==> config.mk <==
export PLATFORM = sky130hd
export DESIGN_NAME = dram_burst_reader
export DESIGN_NICKNAME = d
export VERILOG_FILES = /design/src/rtl/dram_pkg.sv /design/src/rtl/dram_rd_fifo.sv /design/src/rtl/dram_burst_reader.sv
export SDC_FILE = /design/constraint.sdc
export NUM_CORES = 1
export LEC_CHECK = 0
export BUFFER_PORTS_ARGS = -buffer_cell sky130_fd_sc_hd__buf_2
export CORE_MARGIN = 8
export CORE_UTILIZATION = 35
export CTS_CLUSTER_DIAMETER = 200
export DETAILED_ROUTE_END_ITERATION = 10
export GPL_TIMING_DRIVEN = 0
export PLACE_DENSITY = 0.56
export SYNTH_ARGS = -nofsm -noshare
export SYNTH_HDL_FRONTEND = slang
export SYNTH_HIERARCHICAL = 1
export SYNTH_SLANG_ARGS = --single-unit
==> constraint.sdc <==
create_clock -name clk -period 3.74 [get_ports clk]
set_input_delay 1.122 -clock clk [delete_from_list [all_inputs] [get_ports clk]]
set_output_delay 1.122 -clock clk [all_outputs]
set_load 0.02 [all_outputs]
==> src/rtl/dram_pkg.sv <==
// Shared types and constants for the accelerator's off-chip DRAM masters.
package dram_pkg;

  localparam int unsigned ROW_W  = 13;
  localparam int unsigned COL_W  = 10;
  localparam int unsigned ADDR_W = 23;

  localparam logic [ADDR_W-1:0] OUTPUT_START = 23'h180000;
  localparam logic [ADDR_W-1:0] WEIGHT_START = 23'h100000;

  typedef enum logic [2:0] {
    ST_IDLE,
    ST_ACT,
    ST_RCD,
    ST_READ,
    ST_PRE,
    ST_DRAIN
  } rd_state_e;

  // Strobes and address as driven on the multiplexed DRAM pins.
  typedef struct packed {
    logic             cs_n;
    logic             ras_n;
    logic             cas_n;
    logic [ROW_W-1:0] a;
  } dram_cmd_t;

  localparam dram_cmd_t CMD_IDLE = '{cs_n: 1'b1, ras_n: 1'b1, cas_n: 1'b1, a: '0};

endpackage

==> src/rtl/dram_rd_fifo.sv <==
// Read-data buffer between the DRAM capture point and the output stream.
module dram_rd_fifo #(
  parameter int unsigned WIDTH = 32,
  parameter int unsigned DEPTH = 8
) (
  input  logic                     clk,
  input  logic                     rst_n,
  input  logic                     push_i,
  input  logic [WIDTH-1:0]         wdata_i,
  input  logic                     pop_i,
  output logic [WIDTH-1:0]         rdata_o,
  output logic [$clog2(DEPTH):0]   count_o,
  output logic                     empty_o
);

  localparam int unsigned AW = $clog2(DEPTH);
  localparam int unsigned CW = AW + 1;

  logic [WIDTH-1:0] mem_q [DEPTH];
  logic [AW-1:0]    wr_ptr_q, rd_ptr_q;
  logic [CW-1:0]    count_q;
  logic             full, do_push, do_pop;

  assign full    = (count_q == CW'(DEPTH));
  assign empty_o = (count_q == '0);
  assign do_push = push_i & ~full;
  assign do_pop  = pop_i & ~empty_o;
  assign rdata_o = mem_q[rd_ptr_q];
  assign count_o = count_q;

  always_ff @(posedge clk or negedge rst_n) begin
    if (!rst_n) begin
      for (int i = 0; i < int'(DEPTH); i++) mem_q[i] <= '0;
      wr_ptr_q <= '0;
      rd_ptr_q <= '0;
      count_q  <= '0;
    end else begin
      if (do_push) begin
        mem_q[wr_ptr_q] <= wdata_i;
        wr_ptr_q        <= wr_ptr_q + AW'(1);
      end
      if (do_pop) rd_ptr_q <= rd_ptr_q + AW'(1);
      count_q <= count_q + CW'(do_push) - CW'(do_pop);
    end
  end

endmodule

==> src/rtl/dram_burst_reader.sv <==
// Page-mode sequential DRAM read master returning words in order on a
// valid/ready stream. DRAM pins are registered from the next-state decision.
module dram_burst_reader
  import dram_pkg::*;
#(
  parameter int unsigned TRCD       = 2,
  parameter int unsigned CL         = 2,
  parameter int unsigned TRP        = 2,
  parameter int unsigned FIFO_DEPTH = 8
) (
  input  logic              clk,
  input  logic              rst,
  input  logic              start,
  input  logic [ADDR_W-1:0] base_addr,
  input  logic [ADDR_W-1:0] length,
  output logic              busy,
  output logic              done,
  output logic              out_valid,
  input  logic              out_ready,
  output logic [31:0]       out_data,
  input  logic [31:0]       Q,
  output logic              CSn,
  output logic              RASn,
  output logic              CASn,
  output logic [3:0]        WEn,
  output logic [ROW_W-1:0]  A,
  output logic [31:0]       D
);

  localparam int unsigned DATA_W = 32;
  localparam int unsigned WAIT_W = 8;
  localparam int unsigned CNT_W  = $clog2(FIFO_DEPTH) + 1;

  rd_state_e         state_q, state_d;
  logic [ROW_W-1:0]  row_q, row_d;
  logic [COL_W-1:0]  col_q, col_d;
  logic [ADDR_W-1:0] rem_q, rem_d;
  logic [WAIT_W-1:0] wait_q, wait_d;
  logic              row_end_q, row_end_d;
  logic [CL-1:0]     tag_q, tag_d;
  dram_cmd_t         cmd_q, cmd_d;
  logic              busy_q, busy_d;
  logic              done_q, done_d;
  logic              cas_q, cas_d;
  logic              push, pop, fifo_empty, credit_ok, drain_ok;
  logic [CNT_W-1:0]  fifo_count;

  assign cas_q = ~cmd_q.cas_n;
  assign push  = tag_q[CL-1];
  assign pop   = out_valid & out_ready;
  assign tag_d = CL'({tag_q, cas_q});

  // Worst case occupancy once every outstanding CAS has landed, net of this cycle's pop.
  assign credit_ok = (int'(fifo_count) + $countones(tag_q) + int'(cas_q) - int'(pop))
                     < int'(FIFO_DEPTH);
  assign drain_ok  = (tag_d == '0) && ((int'(fifo_count) + int'(push) - int'(pop)) == 0);

  always_ff @(posedge clk or negedge rst) begin
    if (!rst) state_q <= ST_IDLE;
    else      state_q <= state_d;
  end

  always_comb begin
    state_d = state_q;
    unique case (state_q)
      ST_IDLE:  if (start && (length != '0)) state_d = ST_ACT;
      ST_ACT:   state_d = (TRCD > 1) ? ST_RCD : ST_READ;
      ST_RCD:   if (wait_q == WAIT_W'(TRCD - 2)) state_d = ST_READ;
      ST_READ:  if (!cas_q && ((rem_q == '0) || row_end_q)) state_d = ST_PRE;
      ST_PRE: begin
        if (wait_q == WAIT_W'(TRP - 1)) begin
          if (rem_q != '0)   state_d = ST_ACT;
          else if (drain_ok) state_d = ST_IDLE;
          else               state_d = ST_DRAIN;
        end
      end
      ST_DRAIN: if (drain_ok) state_d = ST_IDLE;
      default:  state_d = ST_IDLE;
    endcase
  end

  always_comb begin
    row_d     = row_q;
    col_d     = col_q;
    rem_d     = rem_q;
    row_end_d = row_end_q;
    cmd_d     = cmd_q;
    wait_d    = (state_d != state_q) ? '0 : wait_q + WAIT_W'(1);
    busy_d    = (state_d != ST_IDLE);
    done_d    = ((state_q == ST_IDLE) && start && (length == '0)) ||
                ((state_q != ST_IDLE) && (state_d == ST_IDLE));

    if ((state_q == ST_IDLE) && start && (length != '0)) begin
      row_d = base_addr[ADDR_W-1:COL_W];
      col_d = base_addr[COL_W-1:0];
      rem_d = length;
    end

    cas_d = (state_d == ST_READ) && (rem_q != '0) && !row_end_q && credit_ok;

    if (cas_d) begin
      row_end_d = (col_q == '1);
      col_d     = col_q + COL_W'(1);
      rem_d     = rem_q - ADDR_W'(1);
      if (col_q == '1) row_d = row_q + ROW_W'(1);
    end else if (state_d != ST_READ) begin
      row_end_d = 1'b0;
    end

    cmd_d.cs_n  = !(state_d inside {ST_ACT, ST_RCD, ST_READ, ST_PRE});
    cmd_d.ras_n = !(state_d inside {ST_ACT, ST_RCD, ST_READ});
    cmd_d.cas_n = !cas_d;
    if (state_d == ST_ACT) cmd_d.a = row_d;
    else if (cas_d)        cmd_d.a = ROW_W'(col_q);
  end

  always_ff @(posedge clk or negedge rst) begin
    if (!rst) begin
      row_q     <= '0;
      col_q     <= '0;
      rem_q     <= '0;
      wait_q    <= '0;
      row_end_q <= 1'b0;
      tag_q     <= '0;
      cmd_q     <= CMD_IDLE;
      busy_q    <= 1'b0;
      done_q    <= 1'b0;
    end else begin
      row_q     <= row_d;
      col_q     <= col_d;
      rem_q     <= rem_d;
      wait_q    <= wait_d;
      row_end_q <= row_end_d;
      tag_q     <= tag_d;
      cmd_q     <= cmd_d;
      busy_q    <= busy_d;
      done_q    <= done_d;
    end
  end

  dram_rd_fifo #(
    .WIDTH (DATA_W),
    .DEPTH (FIFO_DEPTH)
  ) u_fifo (
    .clk     (clk),
    .rst_n   (rst),
    .push_i  (push),
    .wdata_i (Q),
    .pop_i   (pop),
    .rdata_o (out_data),
    .count_o (fifo_count),
    .empty_o (fifo_empty)
  );

  assign out_valid = ~fifo_empty;
  assign busy      = busy_q;
  assign done      = done_q;
  assign CSn       = cmd_q.cs_n;
  assign RASn      = cmd_q.ras_n;
  assign CASn      = cmd_q.cas_n;
  assign A         = cmd_q.a;
  assign WEn       = 4'hF;
  assign D         = '0;

endmodule

==> metrics, run 1 <==
Top Family by Delay on Critical Path multiplexers; placed inst area about 0.019 mm^2; DRT iter0 DRCs 476; post-layout net count 1641; number of cells on the critical path 5; most frequent cell on the critical path buf_4; setup repair after global routing missed its margin true; delay of the slowest cell on the worst path around 0.52 ns; register bit count reported by yosys 344; sequential area share after synthesis between 40% and 50%; area delta synth->final 20.4%; port bufs 132; status finished, final reports clean; Crit Reg-Reg Endpoint rem_q[5]; arrival time of the worst setup path 2.49 ns; CTS tree built; dominant cell by count in the synthesized netlist dfrtp_1; vias in the first global route 12200; DR pass1 iterations 5; most used flip-flop cell after synthesis dfrtp_1; fraction of final layout cells sized beyond drive strength 1 46.6%; most frequent cells after synthesis 341 x dfrtp_1, 236 x mux2_2, 78 x nor2_1; CTS buffer count 41; Rel. slew slack 44.2%; r2r startpoint u_fifo/count_o[2]; area of the mapped netlist roughly 0.017 mm^2; I/O pin count between 150 and 200; slowest cell on the critical path mux4_2; placed wire-length estimate after detailed placement between 20 and 30 mm; Total Die Area 0.0572 mm^2; cell total after placement approximately 2100; grt total ovfl 0; Yosys warning total 6; wire length of the first global-routing pass about 70 mm; clock input transition at the sequential cells of the worst setup and hold paths roughly 0.06 ns; Post-Route Skew 0.0221 ns; detailed-route wire length per cell 19.4 um; logic depth of the worst register-to-register path 16; end point of the critical path out_data[3]; Register-to-Register Setup Slack between 0.1 and 0.15 ns; endpoint class of the critical path output pin; max cap viols 0; Clock Sink Count 344; total routing resource utilization after global routing approximately 15%; top fanout value on the critical path 10; clk_lat worst skew around 0.56 ns; area share of the leading cell type in the synthesized netlist 48.9%; actual slew at the worst max-slew pin 0.830 ns; fmax approximately 280 MHz; number of setup violations in the final report 0; average via count per standard cell 5.04; core area around 0.050 mm^2; count of placed standard cells in the final layout, fillers left out around 2200; Die Y-Extent 239 um; Period minus WS final 3.62 ns; Post-Syn Instances 1298; portion of the clock cycle consumed by the worst path in the final layout 96.7%; placer congestion estimate 0.840; cell taking the most area after synthesis dfrtp_1; largest net degree at the start of global routing around 120; power density over the cells between 900 and 1000 mW/mm^2; critical path startpoint category register; critical path required time 2.62 ns; count of distinct cell types in the synthesized netlist between 80 and 90; post-synthesis average cell area 13.4 um^2; buffers from clock root to sink, at most 3; max-slew violation count 0; Std-Cell Rows 82; DRC violation count after routing 0; cells along the critical path buf_4 > buf_4 > mux4_2 > mux2_2 > buf_2; static leakage 9.44 nW; dominant cells by area after synthesis dfrtp_1 49%, mux2_2 15%, mux4_2 8.3%; Detailed Route WL 43.3 mm; Chip Width 239 um; EDFF count, synth 0; post-synthesis async set-or-reset flop share 100%; final-report hold violation count 0; Final Instance Area 0.0210 mm^2; Hold Crit Class primary input to async pin; Root Buffer clkbuf_16; number of vias after detailed routing 11200; Crit Path Class register to output pin; worst ir drop on vdd 0.633 mV; CTS H-Tree Depth 2; final total power 0.0198 W; remaining antenna violation count after routing 0; Bufs and invs on worst path 3; starting utilization of the core area 35.1%; launching instance or port of the critical path u_fifo/rd_ptr_q[0]; antenna violations before repair 2
-- state kept, by name, summed over array words and instances (netlist names), 4 cells and up --
name,flops
wait_q,8
u_fifo/mem_q,256
A,13
u_fifo/count_o,4
rem_q,23
col_q,10
row_q,13
-- cells by family after synthesis --
logic type | share of synthesized area (%)
AO/OA/AOI/OAI | 5.46
XOR/XNOR | 0.947
adder cells (fa/ha/maj) | 2.18
buffers and inverters | 4.74
flip-flops | 49.4
multiplexers | 29.3
other | 0.0431
AND/OR/NAND/NOR | 7.91
-- power breakdown --
group | internal (W) | total (W) | switching (W)
combinational | 0.00480 | 0.00936 | 0.00456
clock | 0.00250 | 0.00408 | 0.00158
sequential | 0.00538 | 0.00636 | 0.000987
total | 0.0127 | 0.0198 | 0.00712
-- through the flow --
| step | setup slack [ns] | hold WS, ns | setup TNS, ns | utilization (%) |
|---|---|---|---|---|
| floorplan | -0.204 | 0.393 | -2.09 | - |
| global placement | -5.34 | 0.438 | -1861.41 | 38.5 |
| detailed placement | -0.965 | 0.450 | -43.22 | 38.7 |
| CTS | -0.0311 | 0.315 | -0.121 | 42.0 |
| global route | -0.0540 | 0.310 | -0.588 | 42.3 |
| finish | 0.124 | 0.347 | 0 | 42.3 |
-- placed cells by master, fill, tap and decap left out, types with 9 or more instances in the layout --
cell       synthesis  final
a21oi_1           37     35
o21ai_0           16     15
buf_6             16     21
nor3_1            20     19
a211oi_1          14     10
nand2_1           44     44
inv_1             31     29
dfrtp_1          341    340
nand2b_1          16     15
ha_1              24     22
mux2_2           236    227
xnor2_1            9      9
nand3_1           24     23
nand4_1            9      9
nor2_1            78     77
mux4_2            64     64
buf_2             31    154
clkbuf_1          20     19
mux2_4            60     70
conb_1             2     36
buf_4             38     62
clkbuf_16          0     42
-- timing repair --
action,CTS,global route
hold buffers,0,0
gates resized for setup,41,32
setup endpoints to repair,107,91
pin swaps,8,8
endpoints found under the hold margin,0,0
gates cloned,1,0
buffers inserted,15,6
-- per-layer routing --
layer	global-route usage, %	share of wire (%)
met5	0	0.030
met4	3.72	1.6
met3	3.51	4.7
met2	24.6	47
met1	20.9	46
-- how the worst min path moves through the flow --
stage | endpoint | start | slack [ns]
after floorplan | tag_q[1] | tag_q[0] | 0.39
after global placement | tag_q[1] | tag_q[0] | 0.44
after detailed placement | tag_q[1] | tag_q[0] | 0.45
after CTS | u_fifo/mem_q[36] | rst | 0.31
after global routing | u_fifo/mem_q[4] | rst | 0.31
final | u_fifo/mem_q[36] | rst | 0.35
-- cell type report --
| class | count | area, um^2 |
|---|---|---|
| diodes | 3 | 7.51 |
| plain buffers | 107 | 778 |
| clock buffers | 57 | 1160 |
| clock inverters | 10 | 204 |
| fillers | 4748 | 28700 |
| inverters | 32 | 120 |
| multi-input cells | 848 | 8330 |
| flip-flops and latches | 344 | 8610 |
| well taps | 672 | 841 |
| repair buffers | 157 | 946 |
Note: power is estimated with default switching activity, not from simulation.
==> run 2: changes to the inputs <==
- PLACE_DENSITY: 0.56 -> 0.54
- clock period: 3.74 -> 4.1 ns (I/O delays scaled with it)
==> run 2 against run 1 <==
Against the previous run:
- wire length decreased by 0.72%
- sequential power decreased by 8.8%
- register-to-register slack improved by 0.11 ns
- via count decreased by 1.3%
- power decreased by 11%
- core utilization decreased by 0.67 points
- critical path depth increased by 10
- sequential share of layout area increased by 0.66 points
- worst hold slack improved by 0.13 ns
- critical path type is now primary input to register
- largest cell class unchanged
==> metrics, run 2 (synthesis gave the netlist of run 1 again) <==
status finished, final reports clean; max cap viols 0; share of total power in the clock network 21.0%; sum of negative setup slack 0 ns; CTS buffer count slightly above 40; Top Family by Delay on Critical Path compound AO/OA/AOI/OAI gates; Std-Cell Rows 82; placed wire-length estimate after detailed placement 28.4 mm; Net Sw Power 0.00643 W; final-report hold violation count 0; clock input transition at the sequential cells of the worst setup and hold paths 0.06 ns; arrival time of the worst setup path 4.33 ns; Crit Path Class primary input to register; DRT iter0 DRCs 558; static leakage about 9.2 nW; Clock Sink Count about 340; average via count per standard cell 5.01; Worst Hold Path EP tag_q[1]; port bufs 132; setup repair after global routing missed its margin true; Total Die Area 0.0572 mm^2; remaining antenna violation count after routing 0; max-slew violation count 0; Top Layer Used met5; Register-to-Register Setup Slack about 0.24 ns; antenna diode instance count 0; cells along the critical path buf_2 > nor2b_1 > clkbuf_4 > xor2_1 > ha_2 > fa_1 > nor4b_2 > o211ai_1 > a211oi_2 > buf_4 > o21ai_2 > a211oi_4 > a21o_4 > buf_8 > mux2_2; vias in the first global route ~12000; worst-case hold slack 0.473 ns; power density over the cells 853 mW/mm^2; largest registers ranked by flip-flop count u_fifo/mem_q x256, rem_q x23; clk_lat worst skew 0.57 ns; count of placed standard cells in the final layout, fillers left out 2217; Hold Path Depth 0; starting utilization of the core area 35.1%; I/O pin count around 170; Die Y-Extent around 240 um; largest net degree at the start of global routing 121; number of setup violations in the final report 0; switching power share of the total 36.5%; met3 wirelength from detailed routing about 2.0 mm; DR pass1 iterations 5; total routing resource utilization after global routing between 10% and 20%; delay of the slowest cell on the worst path roughly 0.42 ns; Detailed Route WL 43.0 mm; fraction of power consumed by combinational cells 46.0%; wire length of the first global-routing pass roughly 69 mm; Crit Reg-Reg Endpoint A[7]; most common library cell in the layout ignoring fill and taps dfrtp_1; area delta synth->final 18.5%; register ranked first by flip-flop count u_fifo/mem_q; final cell utilization of the core 41.6%; routed wire length on met2 20.4 mm; Post-Route Skew 0.0272 ns; cell total after placement 2139; portion of the clock cycle consumed by the worst path in the final layout 94.7%; post-layout net count 1626; detailed-route wire length per cell 19.4 um; minimum setup slack after placement -0.797 ns; fmax about 260 MHz; core area 0.0497 mm^2; top fanout value on the critical path 10; r2r startpoint u_fifo/count_o[2]; critical path required time 4.55 ns; DRC violation count after routing 0; CTS H-Tree Depth 2; portion of total power attributed to sequential cells 32.9%; cell-internal power 0.0112 W; final critical-path setup slack around 0.22 ns; CTS tree built; DRT met1 WL 19.8 mm; Period minus WS final between 3 and 4 ns; fraction of final layout cells sized beyond drive strength 1 approximately 45%; endpoint class of the critical path register; Bufs and invs on worst path 4; number of hold-repair buffers added at the cts stage 0; hold path startpoint tag_q[0]; number of vias after detailed routing 11100; placer congestion estimate slightly above 0.8; antenna violations before repair 1; slowest cell on the critical path fa_1; highest-count cells in the layout ignoring fill and taps 340 x dfrtp_1, 236 x mux2_2, 158 x buf_2; Largest register FFs between 200 and 300; buffers from clock root to sink, at most 3; logic depth of the worst register-to-register path 17; Hold Crit Class register to register; Rel. slew slack 30.0%; Chip Width 239 um; grt total ovfl 0; Root Buffer clkbuf_16; critical path startpoint category primary input; worst ir drop on vdd around 0.43 mV; actual slew at the worst max-slew pin 1.04 ns
==> run 2: metrics by stage <==
step	total power (W)	area, um^2
3_5_place_dp	0.0139	19200
6_report	0.0176	20700
5_1_grt	0.0189	20700
2_1_floorplan	0.0116	17600
3_3_place_gp	0.0137	19100
4_1_cts	0.0178	20600
==> run 2: what timing repair did <==
| item | 4_1_cts | 5_1_grt |
|---|---|---|
| buffers inserted | 2 | 4 |
| setup endpoints to repair | 101 | 66 |
| gates resized for setup | 9 | 18 |
| pin swaps | 1 | 2 |
==> run 2: layer usage <==
layer	vias to the layer above	track usage [%]
met1	5681	20.4
met3	60	3.29
met5	-	0
li1	5135	-
met4	2	4.24
met2	223	24.7
==> run 2: cell type report <==
type                       count  area [um^2]
buffer                       108          739
clock buffer                  59         1180
clock inverter                13          198
fill                        4726        29000
inverter                      32          120
multi-input combinational    848         8170
sequential                   344         8610
tap                          672          841
timing repair buffer         141          798
==> run 2: power groups by stage <==
| stage | combinational (W) | sequential, W | clock (W) |
|---|---|---|---|
| global route | 0.00887 | 0.00601 | 0.00397 |
| finish | 0.00812 | 0.00580 | 0.00371 |
| detailed placement | 0.00809 | 0.00584 | 0 |
| global placement | 0.00795 | 0.00579 | 0 |
| floorplan | 0.00599 | 0.00563 | 0 |
| CTS | 0.00812 | 0.00581 | 0.00384 |
==> run 2: how the worst max path moves through the flow <==
stage                            from               end  cells past startpoint
detailed placement          out_ready              busy                     13
floorplan                   out_ready              A[4]                     13
finish                      out_ready              A[7]                     15
CTS                 u_fifo/count_o[3]             A[11]                     16
global route        u_fifo/count_o[2]             A[11]                     16
global placement                  rst  u_fifo/mem_q[25]                      1
==> run 2: worst reg2reg max path, delay by kind of cell, from the launching register on <==
kind / cells / cell delay, ns
compound gates: 5 / 0.89
fa+ha+maj: 3 / 0.83
flops: 1 / 0.37
buf+inv: 4 / 0.59
mux: 1 / 0.35
xor+xnor: 1 / 0.16
simple gates: 3 / 0.56
==> run 3: changes to the inputs <==
==> constraint.sdc (replaced) <==
create_clock -name clk -period 4.1 [get_ports clk]
set_input_delay 0.41 -clock clk [delete_from_list [all_inputs] [get_ports clk]]
set_output_delay 0.41 -clock clk [all_outputs]
set_load 0.02 [all_outputs]
==> run 3 against run 2 <==
Against the previous run:
- via count grew 0.50%
- clock skew decreased by 0.0067 ns
- sequential power is essentially flat
- critical path depth increased by 2
- critical endpoint is now A[11]
- global-route usage hardly changed
- clock-buffer cell count increased by 3
- wire length is 0.41% lower
==> metrics, run 3 (synthesis gave the netlist of run 1 again) <==
portion of the clock cycle consumed by the worst path in the final layout 94.6%; placer congestion estimate 0.828; average via count per standard cell 5.01; clk_lat worst skew 0.56 ns; number of setup violations in the final report 0; DRT iter0 DRCs just under 600; placed wire-length estimate after detailed placement roughly 28 mm; DRC violation count after routing 0; I/O pin count roughly 170; Chip Width between 200 and 250 um; fraction of final layout cells sized beyond drive strength 1 45.0%; highest-count cells in the layout ignoring fill and taps 340 x dfrtp_1, 236 x mux2_2, 162 x buf_2; Total Die Area around 0.057 mm^2; status finished, final reports clean; Hold Crit Class primary input to register; buffers from clock root to sink, at most 3; Post-Route Skew 0.0205 ns; power density over the cells 846 mW/mm^2; endpoint class of the critical path register; critical path startpoint category register; Root Buffer clkbuf_16; Rel. slew slack 35.8%; arrival time of the worst setup path 4.31 ns; cells along the critical path inv_2 > ha_1 > nor3b_4 > nor2b_1 > buf_4 > xor2_1 > ha_2 > fa_1 > nor4b_2 > o211ai_1 > a211oi_2 > buf_4 > o21ai_1 > a211oi_4 > a21o_4 > buf_8 > mux2_1; critical path required time ~4.5 ns; Die Y-Extent 239 um; detailed-route wire length per cell 19.3 um; Period minus WS final roughly 3.9 ns; Crit Path Class register to register; number of vias after detailed routing 11200; setup repair after global routing missed its margin false; max-slew violation count 0; static leakage about 9 nW; Clock Sink Count approximately 340; top fanout value on the critical path 10; worst ir drop on vdd 0.702 mV; final total power approximately 0.017 W; clock input transition at the sequential cells of the worst setup and hold paths 0.06 ns; starting utilization of the core area 35.1%; CTS tree built; actual slew at the worst max-slew pin between 0.9 and 1 ns; vias in the first global route 12000; post-layout net count 1631; total routing resource utilization after global routing 15.2%; final cell utilization of the core 41.6%; final-report hold violation count 0; largest net degree at the start of global routing 119; port bufs 132; final critical-path setup slack roughly 0.22 ns; fmax 258 MHz; total of fill cells in the finished design ~4700; area delta synth->final 18.5%; most frequent cell on the critical path buf_4; most common library cell in the layout ignoring fill and taps dfrtp_1; max cap viols 0; largest registers ranked by flip-flop count u_fifo/mem_q x256, rem_q x23; wire length of the first global-routing pass 69.1 mm; remaining antenna violation count after routing 0; register ranked first by flip-flop count u_fifo/mem_q; Largest register FFs 256; Std-Cell Rows 82; Detailed Route WL 42.9 mm; CTS H-Tree Depth 2; minimum setup slack after placement -1.22 ns; core area 0.0497 mm^2; grt total ovfl 0; slowest cell on the critical path fa_1; delay of the slowest cell on the worst path approximately 0.43 ns; antenna violations before repair 2; CTS buffer count 40; DR pass1 iterations 4
[run 3: cell types whose count changed in the layout (fill, tap and decap cells not counted), sizes merged, moves of 2 or more]
cell	previous run	this run
buf	223	235
clkinvlp	1	3
bufinv	3	1
clkinv	8	5
clkbuf	85	81
diode	0	2
[run 3: repair_timing]
item                                    in CTS  in global routing
hold buffers                                 1                  0
setup buffers                                4                  7
pin swaps                                    3                  4
resized for setup                            6                 19
endpoints found under the hold margin       15                  0
endpoints found under the setup margin      74                 47
cloned                                       0                  0
[run 3: power by group]
group / internal [W] / total [W] / leakage, nW / switching, W
registers: 0.00490 / 0.00581 / 4.13 / 0.000900
logic: 0.00407 / 0.00809 / 4.45 / 0.00401
clock network: 0.00215 / 0.00360 / 0.660 / 0.00146
total: 0.0111 / 0.0175 / 9.24 / 0.00637
[run 3: layer usage]
metal  wire length [um]  vias to the layer above  part of all wire, %  global-route usage (%)
li1                   -                     5143                    -                       -
met1              19700                     5722                   46                    20.6
met2              20000                      228                   47                    24.4
met3               2080                       64                  4.8                    3.07
met4               1010                        0                  2.3                    4.62
met5                  0                        -                    0                       0
[run 3: final timing paths]
kind | slack [ns] | cells past startpoint | end | start
min reg2reg | 0.43 | 0 | tag_q[1] | tag_q[0]
max reg2reg | 0.22 | 17 | A[11] | u_fifo/count_o[2]
max | 0.22 | 17 | A[11] | u_fifo/count_o[2]
max in group asynchronous | 2.46 | 4 | u_fifo/mem_q[158] | rst
min | 0.09 | 3 | row_q[6] | base_addr[16]
min in group asynchronous | 0.27 | 2 | u_fifo/mem_q[196] | rst
[run 3: layout make-up]
type / count / area [um^2] / area share (%)
Timing Repair Buffer: 147 / 846 / 4.09
Tap cell: 672 / 841 / 4.07
Multi-Input combinational cell: 848 / 8170 / 39.5
Inverter: 32 / 120 / 0.581
Buffer: 108 / 719 / 3.48
Sequential cell: 344 / 8610 / 41.7
Clock inverter: 11 / 118 / 0.569
Clock buffer: 62 / 1230 / 5.97
Antenna cell: 2 / 5.00 / 0.0242
[run 3: worst max-delay path: cells and delay by family (launching register included)]
family	cells	cell delay (ns)
XOR/XNOR	1	0.16
multiplexers	1	0.34
adder cells (fa/ha/maj)	3	0.84
AO/OA/AOI/OAI	5	0.88
buffers and inverters	4	0.55
flip-flops	1	0.36
AND/OR/NAND/NOR	3	0.62
[run 3: stage by stage]
stage	cells	TNS [ns]	area, um^2	hold WS, ns
finish	2226	0	20700	0.0858
global route	2225	0	20700	0.0779
CTS	2217	0	20600	0.0489
detailed placement	2139	-42.50	19200	0.247
global placement	2136	-1505.99	19100	0.427
floorplan	1332	0	17600	0.114
